[src/rtl/regfile_sequencer_if.sv]
// Command / LOAD-stream / DUMP-stream bundle between a requester and regfile_sequencer.
// The sequencer takes the slave side; the requester (or a bench) takes the master side.
interface regfile_sequencer_if #(
  parameter int unsigned AW = 3,
  parameter int unsigned DW = 32
);

  logic          cmd_valid;
  logic          cmd_ready;
  logic [1:0]    cmd_op;
  logic [AW-1:0] cmd_base;
  logic [AW:0]   cmd_count;

  logic          in_valid;
  logic          in_ready;
  logic [DW-1:0] in_data;

  logic          out_valid;
  logic          out_ready;
  logic [DW-1:0] out_data;
  logic [AW-1:0] out_addr;
  logic          out_last;

  modport master (
    output cmd_valid, cmd_op, cmd_base, cmd_count,
    output in_valid, in_data,
    output out_ready,
    input  cmd_ready, in_ready,
    input  out_valid, out_data, out_addr, out_last
  );

  modport slave (
    input  cmd_valid, cmd_op, cmd_base, cmd_count,
    input  in_valid, in_data,
    input  out_ready,
    output cmd_ready, in_ready,
    output out_valid, out_data, out_addr, out_last
  );

endinterface

[src/rtl/regfile_sequencer.sv]
// Block-command master for a 2**AW x DW register file: LOAD streams words in,
// DUMP streams registers out, CLEAR zeroes a range; addresses wrap modulo 2**AW.
module regfile_sequencer #(
  parameter int unsigned AW = 3,
  parameter int unsigned DW = 32
) (
  input  logic                clk,
  input  logic                rst,
  regfile_sequencer_if.slave  bus,
  output logic                busy,
  output logic                done,
  output logic [AW-1:0]       ra,
  input  logic [DW-1:0]       rd,
  output logic [AW-1:0]       wa,
  output logic [DW-1:0]       wd,
  output logic                we
);

  localparam int unsigned CW = AW + 1;
  localparam logic [CW-1:0] DEPTH = CW'(2 ** AW);

  localparam logic [1:0] OP_LOAD  = 2'b00;
  localparam logic [1:0] OP_DUMP  = 2'b01;
  localparam logic [1:0] OP_CLEAR = 2'b10;

  typedef enum logic [2:0] {
    S_IDLE  = 3'd0,
    S_LOAD  = 3'd1,
    S_DUMP  = 3'd2,
    S_CLEAR = 3'd3,
    S_FIN   = 3'd4
  } state_e;

  state_e        state_q, state_d;
  logic [AW-1:0] ptr_q, ptr_d;
  logic [CW-1:0] remaining_q, remaining_d;
  logic          out_valid_q, out_valid_d;
  logic [DW-1:0] out_data_q, out_data_d;
  logic [AW-1:0] out_addr_q, out_addr_d;
  logic          out_last_q, out_last_d;
  logic          done_q, done_d;
  logic [CW-1:0] count_clamped;

  // Next-state and datapath; done is registered so it is high exactly while in FIN.
  always_comb begin
    state_d       = state_q;
    ptr_d         = ptr_q;
    remaining_d   = remaining_q;
    out_valid_d   = out_valid_q;
    out_data_d    = out_data_q;
    out_addr_d    = out_addr_q;
    out_last_d    = out_last_q;
    done_d        = 1'b0;
    count_clamped = (bus.cmd_count > DEPTH) ? DEPTH : bus.cmd_count;

    case (state_q)
      S_IDLE: begin
        if (bus.cmd_valid) begin
          ptr_d       = bus.cmd_base;
          remaining_d = count_clamped;
          if (count_clamped == '0) begin
            state_d = S_FIN;
          end else begin
            case (bus.cmd_op)
              OP_LOAD:  state_d = S_LOAD;
              OP_DUMP:  state_d = S_DUMP;
              OP_CLEAR: state_d = S_CLEAR;
              default:  state_d = S_FIN;
            endcase
          end
        end
      end

      S_LOAD: begin
        if (bus.in_valid) begin
          ptr_d       = ptr_q + AW'(1);
          remaining_d = remaining_q - CW'(1);
          if (remaining_q == CW'(1)) state_d = S_FIN;
        end
      end

      S_CLEAR: begin
        ptr_d       = ptr_q + AW'(1);
        remaining_d = remaining_q - CW'(1);
        if (remaining_q == CW'(1)) state_d = S_FIN;
      end

      S_DUMP: begin
        // Retire the presented word first; a fetch in the same cycle overrides out_valid.
        if (out_valid_q && bus.out_ready) begin
          out_valid_d = 1'b0;
          if (out_last_q) begin
            out_last_d = 1'b0;
            state_d    = S_FIN;
          end
        end
        if ((!out_valid_q || bus.out_ready) && (remaining_q != '0)) begin
          out_data_d  = rd;
          out_addr_d  = ptr_q;
          out_valid_d = 1'b1;
          out_last_d  = (remaining_q == CW'(1));
          ptr_d       = ptr_q + AW'(1);
          remaining_d = remaining_q - CW'(1);
        end
      end

      S_FIN: begin
        state_d = S_IDLE;
      end

      default: begin
        state_d = S_IDLE;
      end
    endcase

    done_d = (state_d == S_FIN);
  end

  always_ff @(posedge clk) begin
    if (rst) begin
      state_q     <= S_IDLE;
      ptr_q       <= '0;
      remaining_q <= '0;
      out_valid_q <= 1'b0;
      out_data_q  <= '0;
      out_addr_q  <= '0;
      out_last_q  <= 1'b0;
      done_q      <= 1'b0;
    end else begin
      state_q     <= state_d;
      ptr_q       <= ptr_d;
      remaining_q <= remaining_d;
      out_valid_q <= out_valid_d;
      out_data_q  <= out_data_d;
      out_addr_q  <= out_addr_d;
      out_last_q  <= out_last_d;
      done_q      <= done_d;
    end
  end

  assign bus.cmd_ready = (state_q == S_IDLE);
  assign bus.in_ready  = (state_q == S_LOAD);
  assign bus.out_valid = out_valid_q;
  assign bus.out_data  = out_data_q;
  assign bus.out_addr  = out_addr_q;
  assign bus.out_last  = out_last_q;

  assign busy = (state_q != S_IDLE);
  assign done = done_q;

  // Write port is gated by rst so an aborting reset edge never writes the file.
  assign ra = ptr_q;
  assign wa = ptr_q;
  assign wd = (state_q == S_LOAD) ? bus.in_data : '0;
  assign we = !rst && (((state_q == S_LOAD) && bus.in_valid) || (state_q == S_CLEAR));

endmodule
[src/flat_wrapper.sv]
// flat-port wrapper written by rule: the top's interface ports become plain ports
module regfile_sequencer_flat 
#(
  parameter int unsigned AW = 3,
  parameter int unsigned DW = 32
)
  (clk, rst, busy, done, ra, rd, wa, wd, we, bus_cmd_valid, bus_cmd_op, bus_cmd_base, bus_cmd_count, bus_in_valid, bus_in_data, bus_out_ready, bus_cmd_ready, bus_in_ready, bus_out_valid, bus_out_data, bus_out_addr, bus_out_last);
  regfile_sequencer_if #(.AW(AW), .DW(DW)) bus_i ();
  input  logic clk;
  input  logic rst;
  output logic busy;
  output logic done;
  output logic [AW-1:0] ra;
  input  logic [DW-1:0] rd;
  output logic [AW-1:0] wa;
  output logic [DW-1:0] wd;
  output logic we;
  input wire logic [$bits(bus_i.cmd_valid)-1:0] bus_cmd_valid;
  input wire logic [$bits(bus_i.cmd_op)-1:0] bus_cmd_op;
  input wire logic [$bits(bus_i.cmd_base)-1:0] bus_cmd_base;
  input wire logic [$bits(bus_i.cmd_count)-1:0] bus_cmd_count;
  input wire logic [$bits(bus_i.in_valid)-1:0] bus_in_valid;
  input wire logic [$bits(bus_i.in_data)-1:0] bus_in_data;
  input wire logic [$bits(bus_i.out_ready)-1:0] bus_out_ready;
  output wire logic [$bits(bus_i.cmd_ready)-1:0] bus_cmd_ready;
  output wire logic [$bits(bus_i.in_ready)-1:0] bus_in_ready;
  output wire logic [$bits(bus_i.out_valid)-1:0] bus_out_valid;
  output wire logic [$bits(bus_i.out_data)-1:0] bus_out_data;
  output wire logic [$bits(bus_i.out_addr)-1:0] bus_out_addr;
  output wire logic [$bits(bus_i.out_last)-1:0] bus_out_last;
  assign bus_i.cmd_valid = bus_cmd_valid;
  assign bus_i.cmd_op = bus_cmd_op;
  assign bus_i.cmd_base = bus_cmd_base;
  assign bus_i.cmd_count = bus_cmd_count;
  assign bus_i.in_valid = bus_in_valid;
  assign bus_i.in_data = bus_in_data;
  assign bus_i.out_ready = bus_out_ready;
  assign bus_cmd_ready = bus_i.cmd_ready;
  assign bus_in_ready = bus_i.in_ready;
  assign bus_out_valid = bus_i.out_valid;
  assign bus_out_data = bus_i.out_data;
  assign bus_out_addr = bus_i.out_addr;
  assign bus_out_last = bus_i.out_last;
  regfile_sequencer #(.AW(AW), .DW(DW)) u_core (.clk(clk), .rst(rst), .bus(bus_i), .busy(busy), .done(done), .ra(ra), .rd(rd), .wa(wa), .wd(wd), .we(we));
endmodule
[config.mk]
export PLATFORM = sky130hd
export DESIGN_NAME = regfile_sequencer_flat
export DESIGN_NICKNAME = d
export VERILOG_FILES = /design/src/rtl/regfile_sequencer_if.sv /design/src/rtl/regfile_sequencer.sv /design/src/flat_wrapper.sv
export SDC_FILE = /design/constraint.sdc
export NUM_CORES = 1
export LEC_CHECK = 0
export BUFFER_PORTS_ARGS = -buffer_cell sky130_fd_sc_hd__buf_2
export CORE_MARGIN = 1.5
export CORE_UTILIZATION = 45
export DETAILED_ROUTE_END_ITERATION = 10
export PLACE_DENSITY_LB_ADDON = 0.3
export SYNTH_ARGS = -nofsm -noshare
export SYNTH_HDL_FRONTEND = slang
export SYNTH_SLANG_ARGS = --single-unit
[constraint.sdc]
create_clock -name clk -period 2.6 [get_ports clk]
set_input_delay 0.13 -clock clk [delete_from_list [all_inputs] [get_ports clk]]
set_output_delay 0.13 -clock clk [all_outputs]
set_load 0.01 [all_outputs]
==> impl_metrics.json <==
{
  "status": "finished clean",
  "wl_um": 6800,
  "ys_ff_latch": 48,
  "worstPathRequired_ps": 2790,
  "firstDrtPassIters": 4,
  "hold_violations": 0,
  "rows": 26,
  "final_util": 0.634,
  "crit_type": "reg2reg",
  "p_per_area_nw_per_um2": 518,
  "antenna_found_initial": 0,
  "r2r_start": "u_core.remaining_q[0]$_SDFFE_PP0P_",
  "synth_cell_types": 41,
  "worst-path-buf-inv": 1,
  "max_freq_mhz": 494,
  "htree_num_levels": 2,
  "grt_max_degree": 36,
  "ys_seq_area_frac": 0.398,
  "track_usage": 0.232,
  "syn-num-nets": 386,
  "cp.arrival_ps": 2210,
  "cts_tree": "built",
  "core-area_um2": 5140,
  "grt_pass1_wl_um": 10900,
  "die_x_um": 76.3,
  "min-delay-start": "rd[26]",
  "die_area_um2": 5820,
  "synth_ff_type": "dfxtp_1",
  "dpl.cell_count": 513,
  "grt_pass1_vias": 2335,
  "rsz0062_at_grt": "no",
  "yosysTopAreaCell": "dfxtp_1",
  "layout.nets": 534,
  "vias": 2588,
  "cp_top_family": "compound AO/OA/AOI/OAI gates",
  "drtAntennaViolNets": 0,
  "antenna_cells": 0,
  "critPathMaxStageDelay_ps": 430,
  "synthCells": 302,
  "cts_resized": 0,
  "yosys-top-cells-count": "nand2_1 (73), dfxtp_1 (48), a21oi_1 (42), and2_1 (33), inv_1 (10)",
  "skew_ps": 9.26,
  "end_kind": "flop",
  "synth_top_area_frac": 0.398,
  "route.detailed.drc": 0,
  "ctsHoldBuffers": 0,
  "clockBufferDepth": 2,
  "cts_sinks": 48,
  "drtIter0Drc": 75,
  "start_util": 0.470,
  "boundaryPins": 158,
  "async_reset_ff_frac": 0,
  "io_buffers": 157,
  "place_congestion": 0.859,
  "yosys_warnings": 0,
  "power.total_uw": 1690,
  "crit_fanout": 6,
  "syn_avg_cell_area_um2": 8.00,
  "crit_slowest_cell": "dfxtp_1",
  "path_cells": "inv_1 > ha_1 > nor3b_2 > o311ai_2 > nand3_1 > o311a_1",
  "area.sequential_um2": 961,
  "synth.area.top_cells": "dfxtp_1 (40%), nand2_1 (11%), a21oi_1 (8.7%), and2_1 (8.5%), buf_6 (3.3%)",
  "worstMarginPinSlew_ps": 850,
  "cts_made_buffers": 5,
  "synth-edff-count": 0,
  "cap_violations": 0,
  "avgViaCountPerCell": 4.98,
  "die_height_um": 76.3,
  "grt-ovfl-total": 0,
  "post-route-period-util": 0.779,
  "slew_violations": 0,
  "post-route-min-period_ps": 2030,
  "tns_ps": 0,
  "crit_path_start": "u_core.remaining_q[0]$_SDFFE_PP0P_",
  "syn_area_um2": 2420,
  "start_kind": "flop",
  "post_cts_buffers": 0,
  "synth.most_common_cell": "nand2_1",
  "slew_headroom": 0.432,
  "nFillCells": 494,
  "multiInputGateArea_um2": 1270,
  "leakage_uw": 0.00161,
  "wl_per_cell_um": 13.1,
  "ir_worst_vdd_mv": 0.208,
  "setup-violations-final": 0,
  "hpwl_um": 5300,
  "hp-class": "in2reg",
  "clock_latency_ps": 290,
  "final_layout_size_suffix_gt1_frac": 0.393,
  "area_delta_synth_final_pct": 34.9,
  "root_buffer": "clkbuf_8",
  "final_cell_count_no_fill": 520,
  "hold_slack_ps": 69.4,
  "clk_pin_slew_ps": 90
}
area by class of cell:
type                    count  share of cell area
flip-flops and latches     48               0.295
inverters                  10              0.0115
well taps                  70              0.0269
multi-input cells         223               0.391
clock buffers               6              0.0223
clock inverters             1             0.00153
repair buffers            162               0.252
final timing paths:
path / end / slack (ps) / depth (start not counted)
worst max register to register: u_core.remaining_q[1]$_SDFFE_PP0P_ / 570 / 6
worst min-delay path: u_core.bus.out_data[26]$_SDFFE_PP0P_ / 70 / 3
worst min register to register: u_core.bus.out_data[12]$_SDFFE_PP0P_ / 450 / 2
worst max-delay path: u_core.remaining_q[1]$_SDFFE_PP0P_ / 570 / 6
power by group:
part           leakage [uW]  switching [uW]  total [uW]  internal [uW]
sequential         0.000389            47.2         831            784
clock             0.0000410             226         409            183
combinational       0.00118             249         451            201
total               0.00161             522        1690           1170
through the flow:
stage,cell area (um^2),setup WS [ps]
after floorplan,2420,828
after global placement,3180,685
after detailed placement,3180,650
after CTS,3260,600
after global routing,3260,462
final,3260,574
layout by cell type, fill, tap and decap left out, types with 2 or more instances in the layout:
master | synthesis | final
nor4_1 | 2 | 2
clkbuf_8 | 0 | 5
nor2b_1 | 3 | 3
ha_1 | 6 | 6
a211oi_1 | 2 | 2
o311ai_0 | 5 | 5
or3b_2 | 3 | 3
a31oi_1 | 2 | 2
buf_2 | 2 | 157
nand3_1 | 2 | 2
buf_4 | 3 | 5
nor3b_1 | 4 | 4
o311a_1 | 2 | 2
and2_1 | 33 | 33
nand2b_1 | 3 | 3
nor3_1 | 5 | 5
and3_1 | 3 | 3
o21bai_1 | 2 | 2
inv_1 | 10 | 10
o21ai_0 | 5 | 5
nand2_1 | 73 | 73
o41ai_1 | 2 | 2
dfxtp_1 | 48 | 48
a21oi_1 | 42 | 42
o31ai_1 | 4 | 4
nor2_1 | 6 | 6
cell families after synthesis:
| kind of cell | share of synthesized area |
|---|---|
| AO/OA/AOI/OAI | 0.187 |
| adder cells (fa/ha/maj) | 0.0311 |
| buffers and inverters | 0.0756 |
| flip-flops | 0.398 |
| multiplexers | 0.00880 |
| AND/OR/NAND/NOR | 0.300 |
state kept, by name, indices dropped and copies added, names as in the netlist:
register	flops
u_core.remaining_q	4
u_core.bus.out_valid	1
u_core.bus.out_last	1
u_core.bus.out_addr	3
u_core.ra	3
u_core.state_q	3
u_core.done	1
u_core.bus.out_data	32
layer usage:
layer | wire length [um] | track usage
met2 | 3310 | 0.413
met4 | 165 | 0.0852
met5 | 0 | 0
met1 | 2720 | 0.267
met3 | 604 | 0.0563
tightest hold or removal path, delay by kind of cell:
kind / cells / cell delay (ps)
AOI/OAI and AO/OA: 1 / 50
buffers and inverters: 1 / 90
and+or+nand+nor: 1 / 40
Note: power is estimated with default switching activity, not from simulation.
